File: config.mk
export PLATFORM = sky130hd
export DESIGN_NAME = display_share_arbiter_flat
export DESIGN_NICKNAME = d
export VERILOG_FILES = /design/src/rtl/display_share_if.sv /design/src/rtl/display_share_arbiter.sv /design/src/flat_wrapper.sv
export SDC_FILE = /design/constraint.sdc
export NUM_CORES = 1
export LEC_CHECK = 0
export CAP_MARGIN = 20
export CELL_PAD_IN_SITES_DETAIL_PLACEMENT = 0
export CELL_PAD_IN_SITES_GLOBAL_PLACEMENT = 1
export CORE_MARGIN = 10
export CORE_UTILIZATION = 32
export DETAILED_ROUTE_END_ITERATION = 10
export GPL_ROUTABILITY_DRIVEN = 0
export PLACE_DENSITY = 0.95
export SYNTH_ARGS = -nofsm -noshare
export SYNTH_HDL_FRONTEND = slang
export SYNTH_SLANG_ARGS = --single-unit
File: constraint.sdc
create_clock -name clock -period 3.46 [get_ports clock]
set_input_delay 0.692 -clock clock [delete_from_list [all_inputs] [get_ports clock]]
set_output_delay 0.692 -clock clock [all_outputs]
set_load 0.02 [all_outputs]
File: src/rtl/display_share_if.sv
// Bundle between the display requesters and the seven-segment share arbiter.
// The master drives requests, and the slave (the arbiter) drives the display and status outputs.
interface display_share_if;
    logic [2:0]  req;
    logic [47:0] req_value;
    logic [11:0] req_dots;
    logic [15:0] value;
    logic [3:0]  dots;
    logic [1:0]  owner;
    logic        owner_valid;
    logic [2:0]  done;

    modport master (
        output req, req_value, req_dots,
        input  value, dots, owner, owner_valid, done
    );

    modport slave (
        input  req, req_value, req_dots,
        output value, dots, owner, owner_valid, done
    );
endinterface

File: src/rtl/display_share_arbiter.sv
// Round-robin time-sharing of one 4-digit seven-segment display among three requesters.
// Each owner keeps the display for a minimum dwell, and a blank gap separates owners.
module display_share_arbiter #(
    parameter int unsigned DWELL = 16,
    parameter int unsigned BLANK = 2,
    parameter int unsigned CNT_W = 16
) (
    input  logic              clock,
    input  logic              reset,
    display_share_if.slave    bus
);

    typedef enum logic [1:0] {StIdle, StShow, StGap} state_e;

    localparam logic [CNT_W-1:0] DwellLast = CNT_W'(DWELL - 1);
    localparam logic [CNT_W-1:0] BlankLast = CNT_W'(BLANK - 1);

    state_e           state_q, state_d;
    logic [CNT_W-1:0] cnt_q, cnt_d;
    logic [1:0]       owner_q, owner_d;
    logic [1:0]       ptr_q, ptr_d;
    logic [2:0]       done_q, done_d;

    logic       grant_valid;
    logic [1:0] grant_idx;
    logic [1:0] cand;
    logic [2:0] owner_onehot;
    logic       others_req;

    function automatic logic [1:0] wrap3(input logic [2:0] v);
        return (v >= 3'd3) ? 2'(v - 3'd3) : v[1:0];
    endfunction

    // Search order ptr, ptr+1, ptr+2 (mod 3); first asserted request wins.
    always_comb begin
        grant_valid = 1'b0;
        grant_idx   = 2'd0;
        cand        = 2'd0;
        for (int k = 0; k < 3; k++) begin
            cand = wrap3({1'b0, ptr_q} + 3'(k));
            if (!grant_valid && bus.req[cand]) begin
                grant_valid = 1'b1;
                grant_idx   = cand;
            end
        end
    end

    assign owner_onehot = 3'b001 << owner_q;
    assign others_req   = |(bus.req & ~owner_onehot);

    always_comb begin
        state_d = state_q;
        cnt_d   = cnt_q;
        owner_d = owner_q;
        ptr_d   = ptr_q;
        done_d  = 3'b000;
        case (state_q)
            StIdle: begin
                if (grant_valid) begin
                    state_d = StShow;
                    cnt_d   = '0;
                    owner_d = grant_idx;
                    ptr_d   = wrap3({1'b0, grant_idx} + 3'd1);
                end
            end
            StShow: begin
                // A dropped request wins over a simultaneous expiry: no done pulse.
                if (!bus.req[owner_q]) begin
                    state_d = StGap;
                    cnt_d   = '0;
                end else if (cnt_q == DwellLast) begin
                    cnt_d = '0;
                    if (others_req) begin
                        state_d = StGap;
                        done_d  = owner_onehot;
                    end
                end else begin
                    cnt_d = cnt_q + CNT_W'(1);
                end
            end
            StGap: begin
                if (cnt_q == BlankLast) begin
                    cnt_d = '0;
                    if (grant_valid) begin
                        state_d = StShow;
                        owner_d = grant_idx;
                        ptr_d   = wrap3({1'b0, grant_idx} + 3'd1);
                    end else begin
                        state_d = StIdle;
                    end
                end else begin
                    cnt_d = cnt_q + CNT_W'(1);
                end
            end
            default: begin
                state_d = StIdle;
                cnt_d   = '0;
            end
        endcase
    end

    always_ff @(posedge clock) begin
        if (reset) begin
            state_q <= StIdle;
            cnt_q   <= '0;
            owner_q <= 2'd0;
            ptr_q   <= 2'd0;
            done_q  <= 3'b000;
        end else begin
            state_q <= state_d;
            cnt_q   <= cnt_d;
            owner_q <= owner_d;
            ptr_q   <= ptr_d;
            done_q  <= done_d;
        end
    end

    // Zero-latency pass-through of the owner's live value while showing.
    always_comb begin
        bus.value = 16'h0000;
        bus.dots  = 4'b0000;
        if (state_q == StShow) begin
            case (owner_q)
                2'd0: begin
                    bus.value = bus.req_value[15:0];
                    bus.dots  = bus.req_dots[3:0];
                end
                2'd1: begin
                    bus.value = bus.req_value[31:16];
                    bus.dots  = bus.req_dots[7:4];
                end
                2'd2: begin
                    bus.value = bus.req_value[47:32];
                    bus.dots  = bus.req_dots[11:8];
                end
                default: begin
                    bus.value = 16'h0000;
                    bus.dots  = 4'b0000;
                end
            endcase
        end
    end

    assign bus.owner       = owner_q;
    assign bus.owner_valid = (state_q == StShow);
    assign bus.done        = done_q;

endmodule

File: src/flat_wrapper.sv
// flat-port wrapper written by rule: the top's interface ports become plain ports
module display_share_arbiter_flat 
#(
    parameter int unsigned DWELL = 16,
    parameter int unsigned BLANK = 2,
    parameter int unsigned CNT_W = 16
)
  (clock, reset, bus_req, bus_req_value, bus_req_dots, bus_value, bus_dots, bus_owner, bus_owner_valid, bus_done);
  display_share_if bus_i ();
  input  logic clock;
  input  logic reset;
  input wire logic [$bits(bus_i.req)-1:0] bus_req;
  input wire logic [$bits(bus_i.req_value)-1:0] bus_req_value;
  input wire logic [$bits(bus_i.req_dots)-1:0] bus_req_dots;
  output wire logic [$bits(bus_i.value)-1:0] bus_value;
  output wire logic [$bits(bus_i.dots)-1:0] bus_dots;
  output wire logic [$bits(bus_i.owner)-1:0] bus_owner;
  output wire logic [$bits(bus_i.owner_valid)-1:0] bus_owner_valid;
  output wire logic [$bits(bus_i.done)-1:0] bus_done;
  assign bus_i.req = bus_req;
  assign bus_i.req_value = bus_req_value;
  assign bus_i.req_dots = bus_req_dots;
  assign bus_value = bus_i.value;
  assign bus_dots = bus_i.dots;
  assign bus_owner = bus_i.owner;
  assign bus_owner_valid = bus_i.owner_valid;
  assign bus_done = bus_i.done;
  display_share_arbiter #(.DWELL(DWELL), .BLANK(BLANK), .CNT_W(CNT_W)) u_core (.clock(clock), .reset(reset), .bus(bus_i));
endmodule
Yosys cells after proc, flatten, opt, wreduce, memory -nomap -nowiden
Index checks and enable logic that the tools add are counted.
Cells by class
  bitwise operators: 6
  equality and inequality tests: 10
  order comparisons: 8
  multiply operators: 0
  shift operators: 1
  div/mod/pow operators: 0
  reduce and logical (&&, ||, !) cells: 11
  add/sub/neg operators: 8
  multiplexer cells: 40
Operator list (number)
  one-hot mux 16 bit (3 select lines): 2
  2-to-1 mux 16 bit: 5
  2-to-1 mux 2 bit: 16
  adder 16 x 1 -> 16 bit, second input constant: 1
  equality test 16 x 1 -> 1 bit, second input constant: 1
  equality test 16 x 4 -> 1 bit, second input constant: 1
  < comparator 2 x 3 -> 1 bit, second input constant: 4
  one-hot mux 4 bit (3 select lines): 1
  >= comparator 3 x 2 -> 1 bit, second input constant: 3
  binary-select mux 1 bit (select 2 bit): 4
  2-to-1 mux 1 bit: 8
  one-hot mux 2 bit (2 select lines): 2
  subtractor 2 bit, second input constant: 4
  adder 2 x 1 -> 3 bit, second input constant: 2
  one-hot mux 2 bit (3 select lines): 1
  OR reduction 5 bit: 1
  equality test 2 x 1 -> 1 bit, second input constant: 2
  equality test 2 bit, second input constant: 2
  logical NOT 2 bit: 2
  2-to-1 mux 4 bit: 1
  != test 2 x 1 -> 1 bit, second input constant: 2
  NOT 1 bit: 4
  AND reduction 4 bit: 1
  adder 2 x 2 -> 3 bit, second input constant: 1
  11 further kinds: 13
Word-level totals
  bits in latches: 0
  memories: 0
  flip-flop bits (word level): 25
  output and inout port bits: 26
  input port bits: 65
  logic and storage cells: 89
  memory bits (writable): 0
  ROM bits: 0

Logic depth before layout (Yosys ltp)
Gate-level depths: netlist of run 1.
  depth in word-level cells: 17
  depth in mapped cells: 8
  gate-level depth less buffers: 8

Worst setup path after synthesis of run 1
OpenSTA, ideal clock, no wires.
  kind: input to register
  start point: input bus_req[0]
  end point: register u_core.ptr_q[0]
  setup slack: 1.185 ns
  required time: 3.373 ns
  stages on the path: 6
  arrival: 2.188 ns
  path buffers: 0
  library setup time: 0.087 ns
  cell sequence: inv_1 maj3_1 o211a_1 ha_1 or4b_2 o31ai_1
On the way
  longest elaborated chain between the ends: 15
  elaborated cells on any way between the ends: 23
  classes of those cells: add/sub (2); order compare (1); mux (16); reduce/logical (4)
RTL lines
  start, declared: line flat_wrapper.sv:12  | input wire logic [$bits(bus_i.req)-1:0] bus_req;
  binary-select mux 1 bit (select 2 bit): line display_share_arbiter.sv:41  | if (!grant_valid && bus.req[cand]) begin
  2-to-1 mux 1 bit (implied by the code): line display_share_arbiter.sv:41
  2-to-1 mux 1 bit: line display_share_arbiter.sv:41
  logical NOT 1 bit: line display_share_arbiter.sv:41
  logical AND 1 bit: line display_share_arbiter.sv:41
  2-to-1 mux 1 bit: line display_share_arbiter.sv:41
  logical NOT 1 bit: line display_share_arbiter.sv:41
  logical AND 1 bit: line display_share_arbiter.sv:41
  2-to-1 mux 2 bit (*): line display_share_arbiter.sv:41
  net u_core.grant_idx[0]: line display_share_arbiter.sv:25  | logic [1:0] grant_idx;
  adder 2 x 1 -> 3 bit (*): line display_share_arbiter.sv:63, display_share_arbiter.sv:87
  >= comparator 3 x 2 -> 1 bit / subtractor 2 bit (equally long branches): line display_share_arbiter.sv:31  | return (v >= 3'd3) ? 2'(v - 3'd3) : v[1:0];
  2-to-1 mux 2 bit (*): line display_share_arbiter.sv:31
  2-to-1 mux 2 bit (*): line display_share_arbiter.sv:59, display_share_arbiter.sv:84
  2-to-1 mux 2 bit: line display_share_arbiter.sv:82  | if (cnt_q == BlankLast) begin
  one-hot mux 2 bit (2 select lines) (*): line display_share_arbiter.sv:57  | case (state_q)
  end signal, assigned: line display_share_arbiter.sv:113  | ptr_q <= ptr_d;
  end, declared: line display_share_arbiter.sv:21  | logic [1:0] ptr_q, ptr_d;
The timed path passes the listed nets; every way through them passes the cells marked *. The select of a mux whose other input is x is not followed.
A chain may end at the register's enable or synchronous reset.

Worst setup path after layout of run 1
  start point: register u_core.state_q[1]
  end point: output bus_value[8]
On the way
  longest elaborated chain between the ends: 2
RTL lines
  start, declared: line display_share_arbiter.sv:18  | state_e state_q, state_d;
  start signal, assigned: line display_share_arbiter.sv:104  | state_q <= StIdle;
  start signal, assigned: line display_share_arbiter.sv:110  | state_q <= state_d;
  equality test 2 x 1 -> 1 bit: line display_share_arbiter.sv:122  | if (state_q == StShow) begin
  2-to-1 mux 16 bit: line display_share_arbiter.sv:122
  end, declared: line flat_wrapper.sv:15  | output wire logic [$bits(bus_i.value)-1:0] bus_value;
Every way passes these cells.

==> results of run 1 <==
==> per-layer routing <==
layer	GRT usage	part of all wire
met1	0.134	0.40
met4	0.0217	0.0040
met3	0.0871	0.14
met2	0.207	0.45
met5	0	0
==> kinds of logic after synthesis <==
family,count (synthesis)
compound gates,71
fa+ha+maj,10
buf+inv,27
flops,25
mux,23
simple gates,108
==> registers in the layout, summed over array words and instances (netlist names) <==
name              cells
u_core.cnt_q         16
u_core.bus.owner      2
u_core.ptr_q          2
u_core.state_q        2
u_core.bus.done       3
==> stage by stage <==
step / power, W / hold WS [ns]
after global routing: 0.00163 / 0.547
after floorplan: 0.000966 / 0.467
after global placement: 0.00133 / 0.482
after CTS: 0.00153 / 0.514
final: 0.00150 / 0.506
after detailed placement: 0.00134 / 0.497
==> critical path: cells and delay by family, from the launching register on <==
kind | cells | cell delay [ns]
buffers and inverters | 2 | 0.70
and+or+nand+nor | 1 | 0.23
adders and majority gates | 1 | 0.65
DFF | 1 | 0.35
==> worst paths after layout <==
| kind | end | slack, ns | cells past startpoint |
|---|---|---|---|
| worst min-delay path | u_core.ptr_q[1]$_SDFFE_PP0P_ | 0.51 | 2 |
| worst min register to register | u_core.ptr_q[1]$_SDFFE_PP0P_ | 0.51 | 2 |
| worst max-delay path | bus_value[8] | 0.55 | 4 |
| worst max register to register | u_core.ptr_q[0]$_SDFFE_PP0P_ | 1.06 | 7 |
==> final cells by class <==
cell class,count,share of cell area
repair buffers,94,0.300
clock buffers,3,0.0133
well taps,77,0.0311
clock inverters,1,0.00242
flip-flops and latches,25,0.161
multi-input cells,212,0.476
inverters,13,0.0157
==> Yosys cell counts (all sizes together) (3+ instances only) <==
master	instances	area, µm²
o21ai	35	179
nor2	6	30.0
nor4	5	76.3
a21oi	15	75.1
buf	3	23.8
clkbuf	11	42.5
inv	13	48.8
o31ai	5	37.5
mux2i	23	230
nand2	31	116
nand4	4	25.0
or4b	4	40.0
or4	4	30.0
nor2b	3	18.8
or3	13	82.6
ha	9	113
dfxtp	25	500
and2	21	131
nand3	6	30.0
==> placed cells by master, fill, tap and decap left out, drive strengths merged, types with 4 or more instances in the layout <==
cell type,count
or4,4
clkdlybuf4s50,90
dfxtp,25
nor2,6
ha,9
or4b,4
nor4,5
o31ai,5
nand4,4
nand2,31
buf,4
o21ai,35
or3,13
and2,21
a21oi,15
mux2i,23
nand3,6
inv,13
==> where the power goes <==
group,internal [W],total (W),switching [W]
sequential,0.000315,0.000336,0.0000211
combinational,0.000446,0.000984,0.000537
clock,0.0000818,0.000181,0.0000989
total,0.000843,0.00150,0.000657
==> key figures, run 1 <==
Final layout
  – Multi-input gate area: 1480 µm²
  – Area grow syn2layout: 48.3%
  – Ant diodes: 0
  – Layout cells sized above 1: 0.0747
  – Reg area: 500 µm²
  – Finished Cell Area: 3100 µm²
  – Final core utilization: 0.488
  – FILL cells: 624
  – Non-filler instance count after layout: 425
  – Nets: 423

Placed design
  – Placed instance count: 421
  – Detailed placement HPWL: 5.30 mm
  – Port Buffer Count: 90
  – Place WS: 0.528 ns
  – Instance area at placement: 3050 µm²

STA
  – RSZ-0062 raised after global routing: no
  – Setup Skew: 0.00378 ns
  – Slew HR: 0.485
  – Period minus WS final: 2.91 ns
  – Final Hold Fails: 0
  – Final worst slack: 0.547 ns
  – Final setup violation count: 0
  – Fin crit share: 0.842
  – Worst-Margin Slew: 0.772 ns
  – Maximum clock rate: 343 MHz
  – Slew Viols, Final: 0
  – Setup TNS: 0 ns

Global route
  – Grt total ovfl: 0
  – Initial antenna violation count: 0
  – Vias in the first global route: 2258
  – Largest net degree at the start of global routing: 26
  – Total track usage: 0.127
  – First-pass GRT wire length: 10.8 mm

Setup path
  – CP Class: flip-flop to output port
  – Crit-path cells: inv_1, ha_1, and2_1, clkdlybuf4s50_1
  – Crit Path Max Fanout: 25
  – Worst EP required: 2.77 ns
  – CP startpoint: u_core.state_q[1]$_SDFFE_PP0P_
  – Crit path largest cell delay: 0.65 ns
  – Reg2reg start: u_core.ptr_q[0]$_SDFFE_PP0P_
  – Crit-path slowest cell: ha_1
  – Critical path arrival: 2.22 ns
  – Worst setup EP type: output port
  – CP startpoint kind: flip-flop

Synth
  – Syn_nets: 338
  – Adder-cell share of the synthesized area: 0.0586
  – Mux cell area share after synthesis: 0.110
  – Synth unique cells: 50
  – Number of synthesized flops with an enable pin: 0
  – Largest family of logic cells by synthesized area: simple AND/OR/NAND/NOR gates
  – Ys async rst share: 0
  – Post-synthesis simple-gate area fraction: 0.318
  – Syn avg cell area: 7.92 µm²
  – XOR/XNOR Fraction of Synth Area: 0
  – Most common flop cell mapped by yosys: dfxtp_1
  – Register area share after synthesis: 0.239
  – Compound-cell area share of the yosys netlist: 0.219
  – Syn. warnings: 0
  – Post-Synthesis Cells: 264
  – Mapped cell area: 2090 µm²
  – Flop and latch count out of synthesis: 25

Routing
  – DRC: 0
  – Final ANT Viol Nets: 0
  – Vias per cell: 5.25
  – Pre-Repair DR Iteration Count: 4
  – Drt first-iter violations: 49
  – Post-DR wirelength/cell: 15.4 µm
  – Via count: 2233
  – Wirelength, routed: 6.55 mm

Clocking
  – Clock Latency Late Sink: 0.27 ns
  – CTS tree: done
  – Max H-tree Level: 1
  – CTS Hold Bufs: 0
  – Num CTS Buffers: 3
  – Reg clk slew, reported paths: 0.09 ns
  – # resized after CTS: 0
  – Clock buffer depth: 2
  – Clock root buffer: clkbuf_8
  – CTS sink cnt: 25
  – Postcts setup bufs: 0

Die
  – Std cell rows: 29
  – Die W: 101 µm
  – Initial Util: 0.329
  – Core area: 6350 µm²
  – Die ar.: 10200 µm²
  – Die Y: 101 µm
  – IO Count: 91

Power and ir drop
  – Static Leak: 1.01 nW
  – Pwr Density: 484 nW/µm²
  – Peak supply drop: 0.327 mV

Status
  – Status: finished, final reports clean

Job
  – Max Cap Viol: 0

Hold path
  – Hold Path Class: flip-flop to flip-flop
  – Hold Crit Start: u_core.ptr_q[1]$_SDFFE_PP0P_
(Power assumes the default switching activity.)
==> run 2, diff against run 1 <==
CORE_UTILIZATION = 30   (was 32)
PLACE_DENSITY = 0.92   (was 0.95)
clock period = 2.7 ns   (was 3.46 ns; I/O delays follow)
==> key figures, run 2 (same netlist as run 1, synthesis figures left out) <==
Final layout
  – Layout cells sized above 1: 0.0955 (+0.0208)
  – Most common cell after layout, fill and taps aside: clkdlybuf4s50_1
  – Ant diodes: 0 (unchanged)
  – Max reg flops: 16 (unchanged)
  – Area grow syn2layout: 52.6%
  – Most frequent cells in the layout: 90 x clkdlybuf4s50_1, 34 x o21ai_0, 31 x nand2_1
  – Nets: 431 (+1.9%)
  – Final core utilization: 0.470 (-0.0187)
  – Reg with most FFs: u_core.cnt_q

STA
  – Final Hold Fails: 0 (unchanged)
  – Worst-Margin Slew: 0.617 ns (-0.155 ns)
  – Slew HR: 0.583 (+0.0978)
  – Setup TNS: 0 ns (unchanged)
  – Setup Skew: 0.0104 ns (+0.00662 ns)
  – Fin crit share: 0.927
  – Slew Viols, Final: 0 (unchanged)
  – Period minus WS final: 2.50 ns
  – RSZ-0062 raised after global routing: no
  – Maximum clock rate: 400 MHz
  – Final setup violation count: 0 (unchanged)

Clocking
  – Postcts setup bufs: 0 (unchanged)
  – CTS sink cnt: 25 (unchanged)
  – Clock Latency Late Sink: 0.28 ns (about the same)
  – Num CTS Buffers: 3 (unchanged)
  – Clock buffer depth: 2 (unchanged)
  – Reg clk slew, reported paths: 0.10 ns (about the same)
  – Max H-tree Level: 1 (unchanged)
  – CTS tree: done
  – Clock root buffer: clkbuf_8

Routing
  – Vias per cell: 5.00 (-4.8%)
  – Final ANT Viol Nets: 0 (unchanged)
  – Post-DR wirelength/cell: 14.4 µm (-6.4%)
  – Pre-Repair DR Iteration Count: 4 (unchanged)
  – Wirelength, routed: 6.53 mm (-0.43%)
  – DRC: 0 (unchanged)
  – Via count: 2260 (+1.2%)
  – Drt first-iter violations: 90 (+84%)

Setup path
  – Crit Path Max Fanout: 1 (-96%)
  – CP Class: primary input to output port
  – Critical path arrival: 1.96 ns (-0.26 ns)
  – Worst R2R Setup Slack: 0.33 ns (-0.73 ns)
  – Worst setup EP type: output port
  – CP startpoint kind: primary input
  – Worst EP required: 2.16 ns (-0.61 ns)

Global route
  – Initial antenna violation count: 0 (unchanged)
  – Vias in the first global route: 2319 (+2.7%)
  – Total track usage: 0.125 (-0.00199)
  – First-pass GRT wire length: 11.0 mm (+2.2%)
  – Grt total ovfl: 0 (unchanged)
  – Largest net degree at the start of global routing: 26 (unchanged)

Hold path
  – Hold Path Class: flip-flop to flip-flop

Placed design
  – Port Buffer Count: 90 (unchanged)
  – Detailed placement HPWL: 5.18 mm (-2.3%)

Status
  – Status: finished, final reports clean

Die
  – IO Count: 91 (unchanged)
  – Core area: 6790 µm² (+7.0%)
  – Std cell rows: 30 (+3.4%)
  – Initial Util: 0.308 (-0.0215)
  – Die ar.: 10700 µm² (+5.3%)
  – Die Y: 103 µm (+2.6%)
  – Die W: 103 µm (+2.6%)

Power and ir drop
  – Pwr Density: 616 nW/µm² (+27%)
  – Peak supply drop: 0.296 mV (-9.3%)
  – Static Leak: 1.05 nW (+3.9%)

Job
  – Max Cap Viol: 0 (unchanged)
[run 2: critical path, cell delays in order]
cell and delay [ns]:
clkdlybuf4s50_1 0.46, mux2i_1 0.06, o21ai_0 0.16, and2_1 0.14, clkdlybuf4s50_1 0.60
[run 2: layout make-up]
type / instances / area, µm²
fill: 689 / 3600
multi-input combinational: 213 / 1490
timing repair buffer: 101 / 987
sequential: 25 / 500
tap: 96 / 120
inverter: 13 / 48.8
clock buffer: 3 / 41.3
clock inverter: 1 / 7.51
[run 2: layer usage]
metal / vias up / wire length [µm] / GRT usage
met2: 83 / 3040 / 0.211
met1: 1028 / 2600 / 0.134
met3: 2 / 862 / 0.0771
met4: 0 / 23 / 0.0160
met5: - / 0 / 0
li1: 1147 / - / -
[run 2: through the flow]
stage	worst slack, ns	hold slack (ns)	instance area [µm²]	std cells	power, W
after CTS	0.0971	0.513	3180	451	0.00197
after global routing	0.00933	0.536	3190	452	0.00214
final	0.197	0.514	3190	452	0.00197
after global placement	0.0567	0.481	3130	447	0.00172
after floorplan	0.467	0.467	2090	264	0.00124
after detailed placement	0.0174	0.496	3130	447	0.00174
[run 2: power breakdown]
part           internal [W]  switching, W  total, W
Sequential         0.000404     0.0000309  0.000435
Combinational      0.000601      0.000698   0.00130
Clock              0.000105      0.000128  0.000233
Total               0.00111      0.000857   0.00197
[run 2: repair_timing]
| action | CTS | global route |
|---|---|---|
| endpoints found under the setup margin | 0 | 11 |
| hold buffers | 0 | 0 |
| gates resized for setup | 0 | 3 |
[run 2: final timing paths]
check / startpoint / end / cells past startpoint
setup / recovery: bus_req_value[41] / bus_value[9] / 5
hold / removal: u_core.ptr_q[0]$_SDFFE_PP0P_ / u_core.ptr_q[0]$_SDFFE_PP0P_ / 2
setup reg to reg: u_core.ptr_q[0]$_SDFFE_PP0P_ / u_core.ptr_q[0]$_SDFFE_PP0P_ / 7
hold reg to reg: u_core.ptr_q[0]$_SDFFE_PP0P_ / u_core.ptr_q[0]$_SDFFE_PP0P_ / 2
==> run 3, diff against run 2 <==
CAP_MARGIN = 10   (was 20)
==> results of run 3 <==
Same layout as run 2: the final DEF is identical, and so are final timing and power.
